File: src/rtl/apb_pkg.sv
// Shared FSM state type and default bus widths for the APB master arbiter.
package apb_pkg;

   localparam int unsigned ADDR_W_DEF = 32;
   localparam int unsigned DATA_W_DEF = 32;

   typedef enum logic [1:0] {
      ST_IDLE   = 2'd0,
      ST_SETUP  = 2'd1,
      ST_ACCESS = 2'd2
   } apb_state_e;

endpackage

File: src/rtl/apb_rr_arbiter.sv
// Combinational round-robin picker: searches upward from the slot after the
// previous winner and returns a one-hot grant plus a valid flag.
module apb_rr_arbiter #(
   parameter int unsigned NUM_REQ = 4,
   parameter int unsigned IDX_W   = $clog2(NUM_REQ)
)(
   input  logic [NUM_REQ-1:0] i_req,
   input  logic [IDX_W-1:0]   i_last_grant,
   output logic [NUM_REQ-1:0] o_grant_c,
   output logic               o_valid_c
);

   int unsigned w_idx;

   // Walk the ring starting one past the last winner; first requester found wins.
   always_comb begin
      o_grant_c = '0;
      o_valid_c = 1'b0;
      w_idx     = 0;
      for (int unsigned k = 1; k <= NUM_REQ; k++) begin
         w_idx = (32'(i_last_grant) + k) % NUM_REQ;
         if (!o_valid_c && i_req[IDX_W'(w_idx)]) begin
            o_grant_c[IDX_W'(w_idx)] = 1'b1;
            o_valid_c                = 1'b1;
         end
      end
   end

endmodule

File: src/rtl/apb_master_arbiter.sv
// Shares one APB master port between NUM_REQ requesters with round-robin
// arbitration, wait-state handling and an ACCESS-phase timeout.
module apb_master_arbiter
   import apb_pkg::*;
#(
   parameter int unsigned NUM_REQ = 4,
   parameter int unsigned ADDR_W  = ADDR_W_DEF,
   parameter int unsigned DATA_W  = DATA_W_DEF,
   parameter int unsigned TIMEOUT = 16
)(
   input  logic                       clk,
   input  logic                       reset,
   input  logic [NUM_REQ-1:0]         req,
   input  logic [NUM_REQ*ADDR_W-1:0]  req_addr,
   input  logic [NUM_REQ*DATA_W-1:0]  req_wdata,
   input  logic [NUM_REQ-1:0]         req_write,
   output logic [NUM_REQ-1:0]         done,
   output logic [DATA_W-1:0]          rsp_rdata,
   output logic                       rsp_err,
   output logic                       psel,
   output logic                       penable,
   output logic [ADDR_W-1:0]          paddr,
   output logic                       pwrite,
   output logic [DATA_W-1:0]          pwdata,
   input  logic [DATA_W-1:0]          prdata,
   input  logic                       pready,
   input  logic                       pslverr
);

   localparam int unsigned IDX_W = $clog2(NUM_REQ);
   localparam int unsigned CNT_W = $clog2(TIMEOUT + 1);

   apb_state_e          r_state,       w_state_nxt;
   logic                r_psel,        w_psel_nxt;
   logic                r_penable,     w_penable_nxt;
   logic [ADDR_W-1:0]   r_paddr,       w_paddr_nxt;
   logic                r_pwrite,      w_pwrite_nxt;
   logic [DATA_W-1:0]   r_pwdata,      w_pwdata_nxt;
   logic [NUM_REQ-1:0]  r_done,        w_done_nxt;
   logic [DATA_W-1:0]   r_rsp_rdata,   w_rsp_rdata_nxt;
   logic                r_rsp_err,     w_rsp_err_nxt;
   logic [CNT_W-1:0]    r_wait_cnt,    w_wait_cnt_nxt;
   logic [IDX_W-1:0]    r_last_grant,  w_last_grant_nxt;

   logic [NUM_REQ-1:0]  w_req_masked;
   logic [NUM_REQ-1:0]  w_grant;
   logic                w_grant_valid;
   logic [ADDR_W-1:0]   w_sel_addr;
   logic [DATA_W-1:0]   w_sel_wdata;
   logic                w_sel_write;
   logic [IDX_W-1:0]    w_sel_idx;

   // A requester whose done pulse is showing cannot win again in that cycle.
   assign w_req_masked = req & ~r_done;

   apb_rr_arbiter #(
      .NUM_REQ (NUM_REQ),
      .IDX_W   (IDX_W)
   ) u_rr (
      .i_req        (w_req_masked),
      .i_last_grant (r_last_grant),
      .o_grant_c    (w_grant),
      .o_valid_c    (w_grant_valid)
   );

   // Mux the winning requester's transfer fields and index.
   always_comb begin
      w_sel_addr  = '0;
      w_sel_wdata = '0;
      w_sel_write = 1'b0;
      w_sel_idx   = '0;
      for (int unsigned i = 0; i < NUM_REQ; i++) begin
         if (w_grant[i]) begin
            w_sel_addr  = req_addr[i*ADDR_W +: ADDR_W];
            w_sel_wdata = req_wdata[i*DATA_W +: DATA_W];
            w_sel_write = req_write[i];
            w_sel_idx   = IDX_W'(i);
         end
      end
   end

   // Next-state and next-output logic for the IDLE/SETUP/ACCESS sequence.
   always_comb begin
      w_state_nxt      = r_state;
      w_psel_nxt       = r_psel;
      w_penable_nxt    = r_penable;
      w_paddr_nxt      = r_paddr;
      w_pwrite_nxt     = r_pwrite;
      w_pwdata_nxt     = r_pwdata;
      w_done_nxt       = '0;
      w_rsp_rdata_nxt  = r_rsp_rdata;
      w_rsp_err_nxt    = r_rsp_err;
      w_wait_cnt_nxt   = r_wait_cnt;
      w_last_grant_nxt = r_last_grant;

      case (r_state)
         ST_IDLE: begin
            w_psel_nxt     = 1'b0;
            w_penable_nxt  = 1'b0;
            w_wait_cnt_nxt = '0;
            if (w_grant_valid) begin
               w_state_nxt      = ST_SETUP;
               w_psel_nxt       = 1'b1;
               w_paddr_nxt      = w_sel_addr;
               w_pwdata_nxt     = w_sel_wdata;
               w_pwrite_nxt     = w_sel_write;
               w_last_grant_nxt = w_sel_idx;
            end
         end

         ST_SETUP: begin
            w_state_nxt    = ST_ACCESS;
            w_psel_nxt     = 1'b1;
            w_penable_nxt  = 1'b1;
            w_wait_cnt_nxt = '0;
         end

         ST_ACCESS: begin
            if (pready) begin
               // Completion wins even on the final allowed ACCESS cycle.
               w_state_nxt              = ST_IDLE;
               w_psel_nxt               = 1'b0;
               w_penable_nxt            = 1'b0;
               w_wait_cnt_nxt           = '0;
               w_rsp_err_nxt            = pslverr;
               w_done_nxt[r_last_grant] = 1'b1;
               if (!r_pwrite) begin
                  w_rsp_rdata_nxt = prdata;
               end
            end else if (r_wait_cnt == CNT_W'(TIMEOUT - 1)) begin
               w_state_nxt              = ST_IDLE;
               w_psel_nxt               = 1'b0;
               w_penable_nxt            = 1'b0;
               w_wait_cnt_nxt           = '0;
               w_rsp_err_nxt            = 1'b1;
               w_rsp_rdata_nxt          = '0;
               w_done_nxt[r_last_grant] = 1'b1;
            end else begin
               w_wait_cnt_nxt = r_wait_cnt + CNT_W'(1);
            end
         end

         default: begin
            w_state_nxt   = ST_IDLE;
            w_psel_nxt    = 1'b0;
            w_penable_nxt = 1'b0;
         end
      endcase
   end

   // State and output registers; reset drops the bus immediately.
   always_ff @(posedge clk or posedge reset) begin
      if (reset) begin
         r_state      <= ST_IDLE;
         r_psel       <= 1'b0;
         r_penable    <= 1'b0;
         r_paddr      <= '0;
         r_pwrite     <= 1'b0;
         r_pwdata     <= '0;
         r_done       <= '0;
         r_rsp_rdata  <= '0;
         r_rsp_err    <= 1'b0;
         r_wait_cnt   <= '0;
         r_last_grant <= IDX_W'(NUM_REQ - 1);
      end else begin
         r_state      <= w_state_nxt;
         r_psel       <= w_psel_nxt;
         r_penable    <= w_penable_nxt;
         r_paddr      <= w_paddr_nxt;
         r_pwrite     <= w_pwrite_nxt;
         r_pwdata     <= w_pwdata_nxt;
         r_done       <= w_done_nxt;
         r_rsp_rdata  <= w_rsp_rdata_nxt;
         r_rsp_err    <= w_rsp_err_nxt;
         r_wait_cnt   <= w_wait_cnt_nxt;
         r_last_grant <= w_last_grant_nxt;
      end
   end

   assign psel      = r_psel;
   assign penable   = r_penable;
   assign paddr     = r_paddr;
   assign pwrite    = r_pwrite;
   assign pwdata    = r_pwdata;
   assign done      = r_done;
   assign rsp_rdata = r_rsp_rdata;
   assign rsp_err   = r_rsp_err;

endmodule

File: config.mk
export PLATFORM = sky130hd
export DESIGN_NAME = apb_master_arbiter
export DESIGN_NICKNAME = d
export VERILOG_FILES = /design/src/rtl/apb_pkg.sv /design/src/rtl/apb_rr_arbiter.sv /design/src/rtl/apb_master_arbiter.sv
export SDC_FILE = /design/constraint.sdc
export NUM_CORES = 1
export LEC_CHECK = 0
export CAP_MARGIN = 5
export CORE_AREA = 8 8 152 154
export CTS_CLUSTER_DIAMETER = 150
export DETAILED_ROUTE_END_ITERATION = 7
export DIE_AREA = 0 0 160 162
export GPL_TIMING_DRIVEN = 0
export PLACE_DENSITY = 0.85
export SETUP_SLACK_MARGIN = 0.2
export SYNTH_ARGS = -nofsm -noshare
export SYNTH_HDL_FRONTEND = slang
export SYNTH_HIERARCHICAL = 1
export SYNTH_SLANG_ARGS = --single-unit
File: constraint.sdc
create_clock -name clk -period 4.25 [get_ports clk]
set_input_delay 1.275 -clock clk [delete_from_list [all_inputs] [get_ports clk]]
set_output_delay 1.275 -clock clk [all_outputs]
set_load 0.005 [all_outputs]
# After elaboration in Yosys (flattened, before gate mapping)
# Cells that the tools add are included.
# word_totals
elab_cells	117
inputBits	300
ram_bits	0
reg_bits	113
latch_bits	0
n_memories	0
out_inout_bits	104
mem_bits_ro	0
# op_classes
addsub	5
reduce_logical	19
n_div	0
n_eq_ne	6
bitwise	5
mul	0
n_shift	0
n_lt_le_gt_ge	10
muxes	61
# op_table
operator	n
32-bit 2-to-1 mux	11
4-bit 2-to-1 mux	7
1-bit 2-to-1 mux	23
2-bit by 3-bit less-than comparator with 1-bit output (second input constant)	5
4-bit OR	3
1-bit demux with 2-bit select	5
2-bit by 1-bit >= comparator with 1-bit output (second input constant)	5
2-bit 2-to-1 mux	5
5-bit 2-to-1 mux	2
5-bit one-hot mux with 2 select lines	1
1-bit binary-select mux with 2-bit select	4
1-bit logical AND	8
2-bit one-hot mux with 3 select lines	1
2-bit AND reduction	3
5-bit by 1-bit adder with 5-bit output (second input constant)	1
5-bit by 4-bit equality test with 1-bit output (second input constant)	1
2-bit by 1-bit adder with 2-bit output (second input constant)	2
2-bit adder (second input constant)	2
4-bit AND	1
4-bit NOT	1
2-bit nonzero test	2
1-bit logical NOT	3
3-bit inequality test (second input constant)	1
1-bit one-hot mux with 3 select lines	1
other kinds (8)	8

# Longest topological paths before layout
# depth
word_depth	18
ltp_mapped	13
ltp_nobuf	9

# Hierarchy
# Netlist, hierarchy kept.
# by_module_without_submodules
mod	area_per_inst_um2	instances	seq_area_each_um2	cells_per_inst
apb_master_arbiter	6324.8	1	2830.2	633
apb_rr_arbiter	415.4	1	0.0	48

# Worst setup path after synthesis
# Ideal clock, no wire load.
# synth_timing
kind	input-to-reg
startpoint	input port req[1]
endpoint	register r_paddr[0], in the netlist paddr[0]
slack_ps	539
arrival_ps	3590
setup_ps	121
cell_stages	11
path_buffers	3
t_required_ps	4129
cell_sequence	nor2b_1 > or3b_1 > a2111o_1 > nand3_2 > a221o_1 > clkbuf_1 > nor4b_1 > buf_2 > buf_2 > a221o_1 > o22a_1
# synth_via
elab_cells_between_ends	31
cone_classes	20 x mux; 4 x bitwise; 7 x reduce/logical
# synth_lines
element	line_no	text
start: declaration	apb_master_arbiter.sv:13	input logic [NUM_REQ-1:0] req,
4-bit AND (*)	apb_master_arbiter.sv:54	assign w_req_masked = req & ~r_done;
1-bit binary-select mux with 2-bit select	apb_rr_arbiter.sv:22	if (!o_valid_c && i_req[IDX_W'(w_idx)]) begin
1-bit 2-to-1 mux (not written as such)	apb_rr_arbiter.sv:22	
1-bit 2-to-1 mux	apb_rr_arbiter.sv:22	
1-bit logical NOT	apb_rr_arbiter.sv:22	
1-bit logical AND	apb_rr_arbiter.sv:22	
1-bit 2-to-1 mux	apb_rr_arbiter.sv:22	
1-bit logical NOT	apb_rr_arbiter.sv:22	
1-bit logical AND	apb_rr_arbiter.sv:22	
1-bit 2-to-1 mux	apb_rr_arbiter.sv:22	
1-bit logical NOT	apb_rr_arbiter.sv:22	
1-bit logical AND	apb_rr_arbiter.sv:22	
4-bit 2-to-1 mux (*)	apb_rr_arbiter.sv:22	
net w_grant[3]	apb_master_arbiter.sv:46	logic [NUM_REQ-1:0] w_grant;
32-bit 2-to-1 mux (*)	apb_master_arbiter.sv:73	if (w_grant[i]) begin
end signal: assignment	apb_master_arbiter.sv:169	r_paddr <= w_paddr_nxt;
end: declaration	apb_master_arbiter.sv:36	logic [ADDR_W-1:0] r_paddr, w_paddr_nxt;
# Mark *: on every way through the listed nets, which the timed path passes. The rest lies on a longest branch. The select of a mux whose other input is x is not followed.
# A chain may end at the register's enable or synchronous reset.

# Final worst setup path
# layout_timing
startpoint	input port req[1]
endpoint	register r_pwdata[19], in the netlist pwdata[19]
# layout_via
elab_cells_between_ends	31
cone_classes	20 x mux; 4 x bitwise; 7 x reduce/logical
# layout_lines
element	line_no	text
4-bit AND (*)	apb_master_arbiter.sv:54	
net w_req_masked[1]	apb_master_arbiter.sv:45	logic [NUM_REQ-1:0] w_req_masked;
1-bit binary-select mux with 2-bit select	apb_rr_arbiter.sv:22	
1-bit 2-to-1 mux (not written as such)	apb_rr_arbiter.sv:22	
1-bit 2-to-1 mux	apb_rr_arbiter.sv:22	
1-bit logical NOT	apb_rr_arbiter.sv:22	
1-bit logical AND	apb_rr_arbiter.sv:22	
1-bit 2-to-1 mux	apb_rr_arbiter.sv:22	
1-bit logical NOT	apb_rr_arbiter.sv:22	
1-bit logical AND	apb_rr_arbiter.sv:22	
1-bit 2-to-1 mux	apb_rr_arbiter.sv:22	
1-bit logical NOT	apb_rr_arbiter.sv:22	
1-bit logical AND	apb_rr_arbiter.sv:22	
4-bit 2-to-1 mux (*)	apb_rr_arbiter.sv:22	
net w_grant[3]	apb_master_arbiter.sv:46	
32-bit 2-to-1 mux (*)	apb_master_arbiter.sv:73	
end signal: assignment	apb_master_arbiter.sv:171	r_pwdata <= w_pwdata_nxt;
end: declaration	apb_master_arbiter.sv:38	logic [DATA_W-1:0] r_pwdata, w_pwdata_nxt;
# Marked as above.

==> qor.csv <==
stage;metric;value;unit
drt;routedWlPerCell;24.1;µm
drt;dr.pass1.iters;6;
yosys;yosysUniqueCellTypes;43;
grt;grt.total_usage;0.253;
final_layout;final_net_count;1417;
sta;skew;10.4;ps
yosys;yosys.area.top_type;dfrtp_1;
clock_tree;ctsLongestPathBuffers;2;
sta;tightest_slew;724;ps
clock_tree;ctsRootBufferMaster;clkbuf_16;
drt;routed_wl;33.9;mm
yosys;netlist_area;6740;µm²
final_layout;seq_area;2830;µm²
clock_tree;clock_latency;410;ps
sta;maxSlewViolCount;0;
clock_tree;cts-buffers-inserted;17;
placement;io_buffers;403;
run;drv_cap;0;
yosys;ys_ff_latch;113;
sta;rsz0062_at_grt;no;
power;power.internal;5.58;mW
clock_tree;cts_tree;yes;
yosys;yosys_warnings;6;
power;seq_power_share;0.209;
clock_tree;cts.sinks;113;
placement;finalWeightedCongestion;0.905;
final_layout;multi_input_area;3570;µm²
final_layout;fin_cells;1403;
sta;slew_headroom;0.514;
final_layout;final_core_util;0.575;
floorplan;core-area;20700;µm²
drt;vias;7828;
placement;placed_cells;1362;
sta;period_needed;3950;ps
floorplan;row_count;53;
drt;drc;0;
yosys;synthCells;681;
critical_path;path_max_fanout;10;
sta;finalCritPeriodShare;0.929;
power;p_clk_frac;0.153;
drt;via_per_inst;5.58;
sta;setup_viol;0;
power;p_total;9.56;mW
sta;hold_ws;502;ps
floorplan;die_h;162;µm
placement;dp_hpwl;26.3;mm
grt;grt-ovfl-total;0;
yosys;synth-edff-count;0;
yosys;synth_commonest_cells;111 x dfrtp_1, 80 x nand2_1, 69 x a221o_1, 66 x a21oi_1, 66 x nand3b_1;
yosys;synth_area_leaders;dfrtp_1 41%, a221o_1 10%, o22a_1 8.4%, a22o_1 8.2%, nand3b_1 7.4%;
power;ir_worst_vdd;0.000417;V
grt;grt_pass1_wl;50.3;mm
critical_path;cp-end-kind;flop;
sta;layout_setup_ws;304;ps
final_layout;drive_gt1_frac;0.0839;
power;p_switching;3.98;mW
status;outcome;finished, final reports clean;
critical_path;arrival;4230;ps
clock_tree;clk_pin_slew;50;ps
floorplan;dieWidth;160;µm
drt;drtIter0Drc;661;
power;power.density;803;nW/µm²
critical_path;crit_required;4540;ps
floorplan;start_util;0.326;
sta;clock.fmax;253;MHz
final_layout;area_growth;76.5;%
critical_path;critPathKind;in2reg;
grt;antenna_found_initial;5;
power;swShare;0.416;
yosys;yosysMostFrequentCell;dfrtp_1;
placement;place_worst_setup_slack;-1140;ps
grt;grt_pass1_vias;8292;
clock_tree;cts.htree.levels;4;
yosys;synth_fp_nets;990;
floorplan;num_io_pins;404;
yosys;async_flop_share;1.00;
yosys;netlist.area_leader.share;0.412;
yosys;synth_ff_type;dfrtp_1;
drt;antenna_left;0;
hold_path;min-delay-path-class;reg2reg;
final_layout;fill_cells;1823;
yosys;synth_area_per_cell;9.90;µm²
floorplan;die-area;25900;µm²
power;p_comb_frac;0.638;
critical_path;startpoint_type;input port;
power;p_leak;4.70;nW
yosys;ys_seq_area_frac;0.420;
sta;finalHoldViolCount;0;
grt;grt_max_degree;39;
## cells by family (layout without fill, tap and decap cells)
| kind of cell | after synthesis | count (layout) | synth area share |
|---|---|---|---|
| AOI/OAI and AO/OA | 281 | 281 | 0.335 |
| and+or+nand+nor | 182 | 182 | 0.154 |
| DFF | 113 | 113 | 0.420 |
| buffers and inverters | 85 | 525 | 0.0553 |
| muxes | 11 | 11 | 0.0191 |
| adders and majority gates | 9 | 9 | 0.0167 |
| other | 0 | 7 | 0 |
## critical path, stage by stage
cell and delay [ps]:
clkdlybuf4s50_1 460, nor2b_4 230, or3b_1 370, a2111o_1 430
nand3_2 120, a221o_1 150, buf_2 200, nor4b_2 80
buf_4 190, buf_2 210, a221o_1 350, o22a_1 170
## power by group through the flow
stage / Sequential, mW / Combinational [mW] / Clock [mW]
after detailed placement: 1.99 / 5.99 / 0
after floorplan: 1.98 / 3.34 / 0
after global routing: 2.06 / 6.58 / 1.53
after global placement: 1.98 / 5.88 / 0
final: 2.00 / 6.10 / 1.46
after CTS: 1.99 / 6.10 / 1.48
## area by class of cell
class                      instances  share of cell area
antenna                            7             0.00147
buffer                            76              0.0333
clock buffer                      20              0.0384
clock inverter                    12              0.0112
inverter                           9             0.00316
multi-input combinational        483               0.300
sequential                       113               0.238
tap                              275              0.0289
timing repair buffer             408               0.345
## metal layers
| metal | wire length (µm) | vias up | track usage |
|---|---|---|---|
| li1 | - | 3524 | - |
| met1 | 13200 | 3823 | 0.287 |
| met4 | 1100 | 0 | 0.111 |
| met2 | 16700 | 417 | 0.434 |
| met3 | 2820 | 64 | 0.0752 |
| met5 | 0 | - | 0 |
## layout by cell type (no fill, tap or decap), types with 13 or more instances in the layout
cell type	instances
a21oi_1	66
a221o_1	68
a22o_1	63
buf_2	13
clkbuf_1	32
clkbuf_16	17
clkbuf_2	16
clkdlybuf4s50_1	403
dfrtp_1	111
nand2_1	80
nand3b_1	66
o22a_1	65
## state kept, by name (all words and copies together), names as in the netlist, 2 cells and up
| register | flops |
|---|---|
| paddr | 32 |
| r_wait_cnt | 5 |
| pwdata | 32 |
| r_state | 2 |
| done | 4 |
| r_last_grant | 2 |
| rsp_rdata | 32 |
## repair_timing
item / CTS / global route
resized for setup: 41 / 11
hold buffers: 0 / 0
endpoints found under the setup margin: 67 / 65
buffers inserted: 2 / 0
## worst paths after layout
path	start	endpoint	slack, ps	cells after the start
max	req[1]	pwdata[19]	300	12
min	r_wait_cnt[4]	r_wait_cnt[4]	500	1
max reg2reg	r_last_grant[0]	pwdata[19]	490	12
min reg2reg	r_wait_cnt[4]	r_wait_cnt[4]	500	1
max in group asynchronous	reset	paddr[5]	2280	4
min in group asynchronous	reset	rsp_rdata[11]	1220	2
## per-stage QoR
step                instance area, µm²  setup TNS, ps
floorplan                         6740              0
global placement                 11100         -55420
global route                     11900              0
CTS                              11900              0
finish                           11900              0
detailed placement               11200         -59760
(Power assumes the default switching activity.)
